===== config.mk =====
export PLATFORM = sky130hd
export DESIGN_NAME = seq_ripple_borrow_subtractor
export DESIGN_NICKNAME = d
export VERILOG_FILES = /design/src/rtl/seq_ripple_borrow_subtractor.sv
export SDC_FILE = /design/constraint.sdc
export NUM_CORES = 1
export LEC_CHECK = 0
export ABC_AREA = 1
export BUFFER_PORTS_ARGS = -buffer_cell sky130_fd_sc_hd__buf_2
export CORE_MARGIN = 5
export CORE_UTILIZATION = 23
export DETAILED_ROUTE_END_ITERATION = 10
export GPL_TIMING_DRIVEN = 0
export PLACE_DENSITY = 0.51
export REMOVE_ABC_BUFFERS = 1
export SETUP_SLACK_MARGIN = 0.02
export SKIP_CTS_REPAIR_TIMING = 1
export SLEW_MARGIN = 20
export SYNTH_ARGS = -nofsm -noshare
export SYNTH_HDL_FRONTEND = slang
export SYNTH_SLANG_ARGS = --single-unit

===== constraint.sdc =====
create_clock -name clk -period 7.2 [get_ports clk]
set_input_delay 0.72 -clock clk [delete_from_list [all_inputs] [get_ports clk]]
set_output_delay 0.72 -clock clk [all_outputs]
set_load 0.1 [all_outputs]

===== src/rtl/seq_ripple_borrow_subtractor.sv =====
// seq_ripple_borrow_subtractor
// Multi-cycle subtractor: diff = in1 - in2 - bin, computed CHUNK bits per
// clock with a registered borrow chain between chunks.
// Valid/ready handshake on the operand side and on the result side.
// Optional macro SUB_SIGNED_OVF_EN adds a registered two's-complement
// overflow flag output 'ovf'.

module seq_ripple_borrow_subtractor #(
    parameter int WIDTH = 32,
    parameter int CHUNK = 8
) (
    input  logic             clk,
    input  logic             rst_n,
    input  logic             in_valid,
    output logic             in_ready,
    input  logic [WIDTH-1:0] in1,
    input  logic [WIDTH-1:0] in2,
    input  logic             bin,
    output logic             out_valid,
    input  logic             out_ready,
    output logic [WIDTH-1:0] diff,
    output logic             bout
`ifdef SUB_SIGNED_OVF_EN
    ,
    output logic             ovf
`endif
);

    localparam int NSTEP = WIDTH / CHUNK;
    localparam int CW    = (NSTEP > 1) ? $clog2(NSTEP) : 1;

    typedef enum logic [1:0] {
        IDLE = 2'd0,
        RUN  = 2'd1,
        DONE = 2'd2
    } state_t;

    state_t state;
    state_t next_state;

    logic [WIDTH-1:0] a_reg;
    logic [WIDTH-1:0] b_reg;
    logic             borrow_reg;
    logic [CW-1:0]    cnt;

    logic [31:0]      base;
    logic [CHUNK-1:0] a_chunk;
    logic [CHUNK-1:0] b_chunk;
    logic [CHUNK:0]   sub;
    logic             last_step;

    // Slice out the current chunk and subtract it with the running borrow;
    // the extra top bit of the result is the chunk's borrow-out.
    always_comb begin
        base      = 32'(cnt) * 32'(CHUNK);
        a_chunk   = a_reg[base +: CHUNK];
        b_chunk   = b_reg[base +: CHUNK];
        sub       = {1'b0, a_chunk} - {1'b0, b_chunk} - (CHUNK+1)'(borrow_reg);
        last_step = (cnt == CW'(NSTEP - 1));
    end

    // State register.
    always_ff @(posedge clk or negedge rst_n) begin
        if (!rst_n) begin
            state <= IDLE;
        end else begin
            state <= next_state;
        end
    end

    // Next-state and handshake outputs.
    always_comb begin
        next_state = state;
        in_ready   = 1'b0;
        out_valid  = 1'b0;
        case (state)
            IDLE: begin
                in_ready = 1'b1;
                if (in_valid) begin
                    next_state = RUN;
                end
            end
            RUN: begin
                if (last_step) begin
                    next_state = DONE;
                end
            end
            DONE: begin
                out_valid = 1'b1;
                if (out_ready) begin
                    next_state = IDLE;
                end
            end
            default: begin
                next_state = IDLE;
            end
        endcase
    end

    // Operand capture and chunk-by-chunk borrow ripple; results hold outside RUN.
    always_ff @(posedge clk or negedge rst_n) begin
        if (!rst_n) begin
            a_reg      <= '0;
            b_reg      <= '0;
            borrow_reg <= 1'b0;
            cnt        <= '0;
            diff       <= '0;
            bout       <= 1'b0;
`ifdef SUB_SIGNED_OVF_EN
            ovf        <= 1'b0;
`endif
        end else begin
            case (state)
                IDLE: begin
                    if (in_valid) begin
                        a_reg      <= in1;
                        b_reg      <= in2;
                        borrow_reg <= bin;
                        cnt        <= '0;
                    end
                end
                RUN: begin
                    diff[base +: CHUNK] <= sub[CHUNK-1:0];
                    borrow_reg          <= sub[CHUNK];
                    cnt                 <= cnt + CW'(1);
                    if (last_step) begin
                        bout <= sub[CHUNK];
`ifdef SUB_SIGNED_OVF_EN
                        ovf  <= (a_reg[WIDTH-1] != b_reg[WIDTH-1]) &&
                                (sub[CHUNK-1] != a_reg[WIDTH-1]);
`endif
                    end
                end
                default: begin
                end
            endcase
        end
    end

endmodule

* Yosys cells after proc, flatten, opt, wreduce, memory -nomap -nowiden *
Cells that the tools add are included.

storage, ports and cells
  register bits = 102
  input port bits = 69
  output and inout bits = 35
  logic and storage cells = 38

operators by class
  add/subtract/negate cells = 4
  equal/unequal tests = 6
  shift operators = 4
  muxes and demuxes = 11
  reduce and logical (&&, ||, !) cells = 6

operator list
  cell                                                                      number
  32-bit by 6-bit variable part select with 8-bit output                    2
  5-bit negation with 34-bit output                                         1
  8-bit by 34-bit variable shift with 32-bit output (first input constant)  1
  8-bit by 34-bit variable part select with 32-bit output                   1
  32-bit bitwise mux                                                        1
  8-bit by 8-bit subtractor with 9-bit output                               1
  9-bit by 1-bit subtractor with 9-bit output                               1
  2-bit two-way mux                                                         4
  2-bit inequality test (second input constant)                             3
  2-bit one-hot mux with 3 select lines                                     1
  2-bit AND reduction                                                       3
  2-bit equality test (second input constant)                               2
  2-bit one-hot mux with 2 select lines                                     1
  1-bit two-way mux                                                         3
  3-bit AND reduction                                                       1
  2-bit by 1-bit adder with 2-bit output (second input constant)            1
  2-bit by 1-bit equality test with 1-bit output (second input constant)    1
  2-bit logical NOT                                                         1
  1-bit one-hot mux with 2 select lines                                     1
  2-bit nonzero test                                                        1

* Longest topological paths before layout *
Gate-level depths: netlist of run 1.

  word-level depth = 5
  gate-level depth with buffers = 20
  depth with buffers taken out = 17

* Least setup slack after synthesis of run 1 *
Ideal clock, no wire load.

  kind = register to register
  from = register cnt[0]
  to = register bout
  library setup time = 126 ps
  data arrival time = 2878 ps
  data required time = 7074 ps
  slack = 4196 ps
  stages on the path, launching flop included = 16
  buffers on the path = 3
  period minus slack after synthesis = 3004 ps
  cell sequence = dfrtp_1 -> buf_6 -> inv_4 -> buf_6 -> clkbuf_1 -> nand2_1 -> a32o_1 -> fa_1 -> fa_1 -> o21ai_0 -> nand2_1 -> nand4_1 -> nand2_1 -> nand2_1 -> nand2_1 -> mux2_2

between the ends
  cells in the longest elaborated chain, start to end = 3
  elaborated cells on any way between the ends = 6
  classes of those cells = add/sub (2); eq/ne (1); shift (2); reduce/logical (1)

RTL lines
  item                                                                              line    source
  start, declared                                                                   44      logic [CW-1:0] cnt;
  start signal, assigned                                                            125     cnt <= cnt + CW'(1);
  32-bit by 6-bit variable part select with 8-bit output, on equally long branches  56, 57
  8-bit by 8-bit subtractor with 9-bit output                                       58      sub = {1'b0, a_chunk} - {1'b0, b_chunk} - (CHUNK+1)'(borrow_reg);
  9-bit by 1-bit subtractor with 9-bit output                                       58
  end signal, assigned                                                              127     bout <= sub[CHUNK];
  end, declared                                                                     22      output logic bout

Parallel ways exist; a longest one is shown, timed or not.
A chain may end at the register's enable or synchronous reset.

* Final worst setup path of run 1 *
  from = register cnt[1]
  to = register bout

Same word-level chain as after synthesis.

==> results.md, run 1 <==
- The total DRC errors in the routed layout is 0.
- The length in cells of the worst reg-to-reg path is 11.
- The slowest library cell on the worst path is dfrtp_1.
- From left edge to right edge, the die measures 157 um.
- The global-route wire length before repair is 20900 um.
- The kind of cell with the highest combined delay on the critical path is adder cells.
- Summing the areas of all xor and xnor instances in the mapped netlist gives 0.857% of the synthesized area.
- The via count of the routed design is 3663.
- The synthesized instance count is 480.
- The worst slew margin relative to its limit is 53.6%.
- The die covers 24600 um2.
- Entering global routing, the biggest net connects 66 pins.
- CTS saw 102 sinks.
- The worst setup path is captured at a flop.
- The maximum number of buffers from clock root to sink is 2.
- dfrtp_1 takes more of the synthesized area than any other cell.
- The sequential cell area fraction in the yosys report is 51.4%.
- The initial core utilization is 23.5%.
- The pre-antenna-repair detailed-routing pass consisted of 4 iterations.
- After synthesis, the largest family of logic cells by area is simple AND/OR/NAND/NOR gates.
- The clock reaches the later pin of the worst-skew pair after 350 ps.
- The clock-pin slew on the worst setup and hold paths is 70 ps.
- During placement, the flow inserted port buffers numbering 103.
- The total overflow left after global routing is 0.
- The critical setup path kind is flop to flop.
- The number of antenna violations at the first check in global routing was 1.
- The worst-path maximum fanout is 29.
- The class of the worst hold path is primary input to asynchronous set/reset pin.
- TritonCTS built the clock tree.
- The count of maximum capacitance violations is 0.
- During I/O placement, the number of pins put on the boundary was 104.
- Derived from the worst setup path, the maximum achievable clock frequency is 279 MHz.
- CTS built an H-tree with a depth of 3.
- For the pin with the worst max-slew slack, the measured transition is 696 ps.
- Setup repair after global routing left no endpoint under its margin.
- Counting flops and latches in the post-synthesis netlist gives 102.
- The area share of and/or/nand/nor cells after synthesis is 14.5%.
- Cells with a size suffix above 1 make up 34.5% of the layout.
- The final non-filler cell total is 857.
- For the worst setup path, the data required time is 7440 ps.
- Measured on the finished design, the core utilization comes to 28.9%.
- The routed length per instance is 15.0 um.
- The via count of the first global-routing pass is 3842.
- The adder and majority gate portion of the synthesized area is 5.34%.
- Counting stages on the worst path, the most repeated cell is nand2_1.
- The total number of yosys warnings is 0.
- The flow ran to the end, and the final reports show no timing, DRC or antenna violations.
- The shortest clock period the worst path allows after layout is 3580 ps.
- Summed over all layers, the routed wires come to 12900 um.
- The routability congestion estimate from global placement is 0.738.
- Summing the areas of all compound-gate instances in the mapped netlist gives 9.27% of the synthesized area.
- The overall fraction of global-route tracks in use is 11.0%.
- The HPWL after detailed placement is 9310 um.
- Buffers inserted during clock tree synthesis total 9.
- After synthesis, the largest area contributor takes up 51.4% of total cell area.
- The via density per instance is 4.27.
- The filler cells instantiated in the layout total 2235.
- Counting buffers and inverters, the worst setup path is 11 cells deep.
- Relative to the synthesized area, the layout overhead comes to 23.3%.
- The clock skew after layout is 8.25 ps.
- CTS placed an instance of clkbuf_16 at the clock tree root.
- The number of failing hold endpoints at the final stage came to 0.
- The final critical path takes up 49.7% of the cycle.
- The post-route setup TNS is 0 ps.
- The max-slew violation count is 0.
- Final hold analysis gives a worst-case slack of 263 ps.
- The total number of placement rows is 53.
- The area of the placeable core is 21200 um2.
- By area the synthesized netlist is led by dfrtp_1 (51%), mux2_2 (14%), nand2_1 (8.0%).
- Yosys mapped the design onto 36 distinct sky130hd cell types.
- The combined area of all synthesized cells is 4970 um2.
- The die height is 157 um.
- Averaged over all synthesized cells, the footprint is 10.3 um2.
- The fraction of synthesized area in multiplexers is 13.8%.
- The number of nets in the layout is 667.
- The longest individual stage delay on the worst path is 790 ps.
- 0 antenna diodes ended up in the layout.
- Setup violations remaining at the end of the flow were counted as 0.
- Traced cell by cell, the critical path runs through inv_2 > a32o_1 > fa_1 > fa_1 > o21ai_0 > nand2_1 > nand4_1 > nand2_1 > nand2_1 > nand2_1 > mux2_2.
- The DRC marker count from the first detailed-route iteration is 117.
- The count of buffer and inverter cells on the critical path is 1.
- Data on the critical path arrives at its endpoint at 3820 ps.
- STA classifies the critical path startpoint as a flop.
- The number of placed instances, taps included is 842.
- The number of nets still failing antenna checks after routing is 0.
-- cells in the mapped netlist, drive strengths merged --
library cell / n
nand3: 12
nor3: 2
a21o: 1
o22ai: 8
inv: 37
o31ai: 2
o21ai: 35
nand3b: 1
nor4: 1
fa: 2
nand2: 110
mux2: 61
buf: 12
a21oi: 15
o21a: 1
o21bai: 1
a32o: 10
dfrtp: 102
nand4: 5
xor2: 3
a22o: 2
xnor2: 1
or2: 1
nor2: 30
ha: 18
clkbuf: 7
-- final timing paths --
kind	from	endpoint	slack (ps)
max in group asynchronous	rst_n	cnt[0]	6260
min	rst_n	a_reg[11]	260
min in group clk	diff[31]	diff[31]	480
max	cnt[1]	bout	3620
max reg2reg	cnt[1]	bout	3620
min reg2reg	diff[31]	diff[31]	480
-- per-stage QoR --
step,worst slack (ps),cell area [um2]
after global placement,2440,5730
final,3620,6120
after floorplan,2920,4870
after CTS,3440,6120
after detailed placement,3440,5820
after global routing,3300,6120
-- layout make-up --
class                           count  area, um2  share of cell area, %
Clock inverter                      4       72.6                   1.19
Multi-Input combinational cell    322       2180                   35.6
Tap cell                          275        344                   5.62
Sequential cell                   102       2550                   41.7
Timing Repair Buffer              106        597                   9.75
Clock buffer                       11        233                   3.80
Inverter                           37        141                   2.31
-- cell usage in the layout (no fill, tap or decap), types with 3 or more instances in the layout --
cell / synthesis / layout
nand2_1: 106 / 105
buf_2: 9 / 102
dfrtp_1: 102 / 101
mux2_2: 61 / 61
o21ai_0: 35 / 35
inv_1: 32 / 32
nor2_1: 26 / 26
ha_1: 18 / 18
a21oi_1: 15 / 15
nand3_1: 12 / 12
a32o_1: 10 / 10
clkbuf_16: 0 / 9
o22ai_1: 8 / 8
nand4_1: 5 / 5
inv_2: 4 / 4
nand2_4: 2 / 3
nor2_2: 3 / 3
-- cells by family (layout without fill, tap and decap cells) --
logic type                 after synthesis  in the layout
AOI/OAI and AO/OA                       75             75
adders and majority gates               20             20
DFF                                    102            102
buffers and inverters                   56            158
xor gates and xnor gates                 4              4
muxes                                   61             61
and+or+nand+nor                        162            162
-- layer usage --
layer	routed length (um)	track usage [%]
met1	6080	14.7
met3	702	3.05
met2	5930	17.4
met4	155	3.10
met5	11	0
Power of run 1 is left out: the tool's default activity adds up to more than one toggle a clock period on the data nets, which glitch-free logic cannot reach.
==> run 2: changes to the inputs <==
==> constraint.sdc (replaced) <==
create_clock -name clk -period 3.5 [get_ports clk]
set_input_delay 0.35 -clock clk [delete_from_list [all_inputs] [get_ports clk]]
set_output_delay 0.35 -clock clk [all_outputs]
set_load 0.1 [all_outputs]
==> run 2 against run 1 <==
Against the previous run: first-iteration DRC count grew 0.85%; global-route usage stayed put; via count up 0.52%; die area stayed put; design area is 0.61% higher; sequential cell count unchanged; largest cell class unchanged; utilization is 0.18 points higher; fmax is 11% higher.
==> results.md, run 2 (same netlist as run 1, synthesis figures left out) <==
- The full die area is 24600 um2 (unchanged).
- The number of detailed-routing iterations run before antenna repair is 4 (unchanged).
- The routability congestion estimate from global placement is 0.738 (unchanged).
- The number of failing setup endpoints in the final timing report is 0 (unchanged).
- The total number of placement rows is 53 (unchanged).
- The worst slew margin relative to its limit came to 65.9% (+12 points).
- The global-route wire length before repair is 20900 um (unchanged).
- The worst path required time is 3740 ps (-3700 ps).
- The DRC marker count from the first detailed-route iteration came to 118 (+0.85%).
- The pre-CTS setup slack came to -258 ps (-3700 ps).
- The maximum number of buffers from clock root to sink came to 2 (unchanged).
- By startpoint and endpoint, the worst setup path is classified as flop to flop.
- The half-perimeter wire length of the detailed placement result came to 9310 um (unchanged).
- The number of H-tree branching levels was 3 (unchanged).
- The class of the worst hold path is primary input to flop.
- The number of inserted diodes is 0 (unchanged).
- STA classifies the critical path startpoint as a flop.
- The pin count of the biggest net entering global routing is 66 (unchanged).
- The count of maximum capacitance violations is 0 (unchanged).
- The slew at the pin with the worst max-slew slack came to 515 ps (-181 ps).
- The destination of the worst register-to-register timing path is bout.
- The max-slew violation count is 0 (unchanged).
- The initial core utilization is 23.5% (unchanged).
- The clock-pin slew on the worst setup and hold paths came to 70 ps (about the same).
- The remaining global-route overflow is 0 (unchanged).
- The final cell utilization of the core came to 29.1% (+0.18 points).
- The final wirelength was 13000 um (+1.0%).
- The via density per instance is 4.29 (+0.28%).
- The area of the placeable core was 21200 um2 (unchanged).
- Setup repair after global routing left no endpoint under its margin.
- The shortest clock period the worst path allows after layout is 3220 ps (-361 ps).
- The commonest non-fill, non-tap cell in the layout is nand2_1.
- In this run the critical register-to-register path is launched from cnt[0].
- The overall fraction of global-route tracks in use came to 11.0% (unchanged).
- The total DRC errors in the routed layout is 0 (unchanged).
- STA classifies the critical path endpoint as a flop.
- The internal reg-to-reg setup slack is 280 ps (-3340 ps).
- The ratio of final minimum period to clock period is 92.0% (+42 points).
- The worst hold path depth is 2.
- The area growth from synthesis to layout is 24.1%.
- The die height is 157 um (unchanged).
- The run finished with clean final reports.
- The worst-path maximum fanout is 40 (+38%).
- The number of buffers created by CTS came to 9 (unchanged).
- The number of failing hold endpoints at the final stage is 0 (unchanged).
- The via count of the routed design was 3682 (+0.52%).
- The endpoint arrival time on the critical path came to 3460 ps (-360 ps).
- The routed length per instance is 15.2 um (+0.80%).
- The number of nets in the layout came to 669 (+0.30%).
- The clock net sink count is 102 (unchanged).
- The worst hold path begins at out_ready.
- The area occupied by registers came to 2560 um2 (+0.15%).
- The horizontal die dimension is 157 um (unchanged).
- The via count of the first global-routing pass came to 3842 (unchanged).
- The clock skew after layout is 8.08 ps (-0.171 ps).
- The number of nets still failing antenna checks after routing is 0 (unchanged).
- The cell sitting at the root of the clock tree is a clkbuf_16.
- The number of fill cells came to 2235 (unchanged).
- The post-place instance area was 5820 um2 (unchanged).
- The number of antenna violations at the first check in global routing came to 1 (unchanged).
- The source-to-sink clock delay at the later pin of the worst-skew pair is 350 ps (about the same).
- The length in cells of the worst reg-to-reg path is 13 (+2).
- The hold slack is 174 ps (-88.9 ps).
- The number of primary I/O pins is 104 (unchanged).
- The library cells used most frequently in the layout, excluding fill and tap cells, are nand2_1 (105), buf_2 (102), dfrtp_1 (100), mux2_2 (61), o21ai_0 (35).
- The capture endpoint of the worst hold path is state[1].
- The final critical-path setup slack is 280 ps (-3340 ps).
- The cell area after layout is 6160 um2 (+0.61%).
- The number of buffer cells added on primary ports is 103 (unchanged).
- The fmax is 311 MHz (+11%).
- The clock tree from TritonCTS is done.
- The area of the multi-input gates is 2180 um2 (unchanged).
- The proportion of layout cells with a drive suffix above 1 was 34.8% (+0.22 points).
run 2: changes by cell type in the layout (fill, tap and decap cells not counted), sizes merged:
cell / previous run / this run
dlygate4sd3: 0 / 1
buf: 106 / 107
inv: 37 / 36
clkinv: 1 / 2
run 2: area by class of cell:
| cell class | instances | share of cell area, % |
|---|---|---|
| flip-flops and latches | 102 | 41.5 |
| multi-input cells | 322 | 35.4 |
| clock buffers | 11 | 3.78 |
| well taps | 275 | 5.58 |
| inverters | 37 | 2.50 |
| clock inverters | 4 | 1.18 |
| repair buffers | 108 | 10.0 |
run 2: layer usage:
metal / GRT usage [%] / wire, um / part of all wire (%)
met1: 14.7 / 6130 / 47
met2: 17.4 / 5980 / 46
met4: 3.10 / 162 / 1.2
met5: 0 / 11 / 0.085
met3: 3.05 / 730 / 5.6
run 2: worst max path at each step:
| stage | startpoint | endpoint | slack (ps) |
|---|---|---|---|
| final | cnt[0] | bout | 280 |
| after global routing | cnt[0] | borrow_reg | 60 |
| after CTS | cnt[1] | bout | -260 |
| after detailed placement | cnt[1] | bout | -260 |
| after global placement | cnt[0] | bout | -1260 |
| after floorplan | state[1] | borrow_reg | -780 |
run 2: through the flow:
stage	instances	TNS [ps]
final	859	0
after global routing	859	0
after CTS	857	-1630
after detailed placement	842	-1390
after global placement	839	-30770
after floorplan	461	-47240
run 2: worst max-delay path: stages, from the launching register on:
cell      delay [ps]
dfrtp_4          580
buf_12           210
clkinv_8         170
nand2_1           70
a32o_1           260
fa_1             460
fa_1             460
o21ai_0          180
nand2_1          110
nand4_1          110
nand2_1           60
nand2_1           50
nand2_1           90
mux2_2           280
Power of run 2 is left out for the same reason.
==> run 3: changes to the inputs <==
--- a/config.mk
+++ b/config.mk
@@ -7,6 +7,7 @@
 export LEC_CHECK = 0
 export ABC_AREA = 1
 export BUFFER_PORTS_ARGS = -buffer_cell sky130_fd_sc_hd__buf_2
+export CORE_ASPECT_RATIO = 0.9
 export CORE_MARGIN = 5
 export CORE_UTILIZATION = 23
 export DETAILED_ROUTE_END_ITERATION = 10
==> run 3 against run 2 <==
Against the previous run: worst setup slack better by 65 ps; routed wire length is 3.0% lower; sequential share of layout area hardly changed; via count is 2.2% lower; fmax is 2.1% higher; highest routed layer is now met4; non-clock buffer count is 1 lower.
==> results.md, run 3 (same netlist as run 1, synthesis figures left out) <==
- The clock-pin slew on the worst setup and hold paths came to 70 ps (about the same).
- The fmax is 317 MHz (+2.1%).
- The routability congestion estimate from global placement is 0.710 (-3.7%).
- The flow ran to the end, and the final reports show no timing, DRC or antenna violations.
- The root buffer cell is clkbuf_16.
- The total number of placement rows is 51 (-3.8%).
- The number of primary I/O pins is 104 (unchanged).
- The half-perimeter wire length of the detailed placement result is 9280 um (-0.33%).
- The number of fill cells is 2303 (+3.0%).
- The ratio of final minimum period to clock period is 90.2% (-1.8 points).
- The shortest clock period the worst path allows after layout is 3160 ps (-64.7 ps).
- The DRC marker count from the first detailed-route iteration is 183 (+55%).
- In the layout the commonest cells are nand2_1 (105), buf_2 (102), dfrtp_1 (100), mux2_2 (61), o21ai_0 (35).
- The number of buffer cells added on primary ports was 103 (unchanged).
- The max-slew violation count was 0 (unchanged).
- The area growth from synthesis to layout is 24.2%.
- The area of the placeable core is 21400 um2 (+1.4%).
- The number of buffers created by CTS came to 9 (unchanged).
- The final wirelength is 12600 um (-3.0%).
- In this run the worst hold path is classified as primary input to flop.
- The clock skew after layout is 8.88 ps (+0.799 ps).
- The final cell utilization of the core was 28.8% (-0.36 points).
- The count of buffer and inverter cells on the critical path is 1 (-1).
- The via density per instance is 4.12 (-4.0%).
- The full die area is 24600 um2 (about the same).
- The remaining global-route overflow is 0 (unchanged).
- The hold slack was 188 ps (+14.1 ps).
- Setup repair after global routing left no endpoint under its margin.
- The commonest non-fill, non-tap cell in the layout is nand2_1.
- The post-route setup TNS came to 0 ps (unchanged).
- The worst-path maximum fanout came to 40 (unchanged).
- The clock tree from TritonCTS is done.
- The critical path goes through inv_8 > nand2_1 > a32o_1 > fa_1 > fa_1 > o21ai_0 > nand2_1 > nand4_1 > nand2_1 > nand2_1 > nand2_1 > o21bai_1 > o21ai_0.
- The setup path with the least slack is of type flop to flop.
- The via count of the first global-routing pass is 3726 (-3.0%).
- The endpoint arrival time on the critical path was 3380 ps (-80 ps).
- The clock net sink count is 102 (unchanged).
- The internal reg-to-reg setup slack is 340 ps (+60 ps).
- The number of nets in the layout came to 668 (-0.15%).
- The number of detailed-routing iterations run before antenna repair came to 4 (unchanged).
- The pin count of the biggest net entering global routing is 58 (-12%).
- The longest individual stage delay on the worst path was 630 ps (+50 ps).
- The maximum number of buffers from clock root to sink is 2 (unchanged).
- The number of nets still failing antenna checks after routing is 0 (unchanged).
- The number of H-tree branching levels is 3 (unchanged).
- The routed length per instance is 14.4 um (-4.7%).
- The number of failing hold endpoints at the final stage was 0 (unchanged).
- The number of failing setup endpoints in the final timing report is 0 (unchanged).
- The count of maximum capacitance violations is 0 (unchanged).
- On the critical path, the stage with the largest delay is an instance of dfrtp_4.
- The total DRC errors in the routed layout was 0 (unchanged).
- The worst slew margin relative to its limit is 65.4% (-0.49 points).
- The global-route wire length before repair was 20300 um (-3.2%).
- The horizontal die dimension came to 165 um (+5.1%).
- The initial core utilization came to 23.2% (-0.31 points).
- The die height is 149 um (-4.8%).
- The source-to-sink clock delay at the later pin of the worst-skew pair is 350 ps (about the same).
- In this design, the critical path's most frequently occurring cell is nand2_1.
- The number of antenna violations at the first check in global routing is 0 (-1).
- The overall fraction of global-route tracks in use came to 10.6% (-0.34 points).
- The number of inserted diodes was 0 (unchanged).
- The proportion of layout cells with a drive suffix above 1 is 34.9% (+0.17 points).
- The sort of element at the start of the critical path is a flop.
- The element type at the critical path end is a flop.
- The kind of cell with the highest combined delay on the critical path is adder cells.
- The via count of the routed design is 3602 (-2.2%).
- The worst path required time is 3730 ps (about the same).
- The slew at the pin with the worst max-slew slack came to 522 ps (+7.38 ps).
-- run 3: cell type report --
class                   count  area (um2)  share of cell area (%)
repair buffers            107         614                    9.96
well taps                 291         364                    5.90
clock buffers              11         243                    3.94
inverters                  37         149                    2.41
flip-flops and latches    102        2560                    41.5
clock inverters             5        57.6                   0.933
multi-input cells         322        2180                    35.4
-- run 3: worst paths after layout --
check,startpoint,endpoint,depth (start not counted)
max,cnt[0],borrow_reg,13
min,out_ready,state[1],2
max reg2reg,cnt[0],borrow_reg,13
min reg2reg,diff[29],diff[29],2
max in group asynchronous,rst_n,cnt[0],3
min in group asynchronous,rst_n,a_reg[19],2
-- run 3: routing by layer --
layer / global-route usage [%] / part of all wire, % / vias up
li1: - / - / 1812
met1: 14.5 / 48 / 1699
met2: 16.6 / 45 / 84
met3: 3.29 / 5.6 / 7
met4: 2.25 / 0.96 / 0
met5: 0 / 0 / -
-- run 3: through the flow --
step           instances  setup slack (ps)  area [um2]
2_1_floorplan        461              -776        4870
3_3_place_gp         855             -1180        5750
3_5_place_dp         858              -202        5850
4_1_cts              874              -209        6150
5_1_grt              875              61.5        6170
6_report             875               345        6170
Power of run 3 is left out for the same reason.
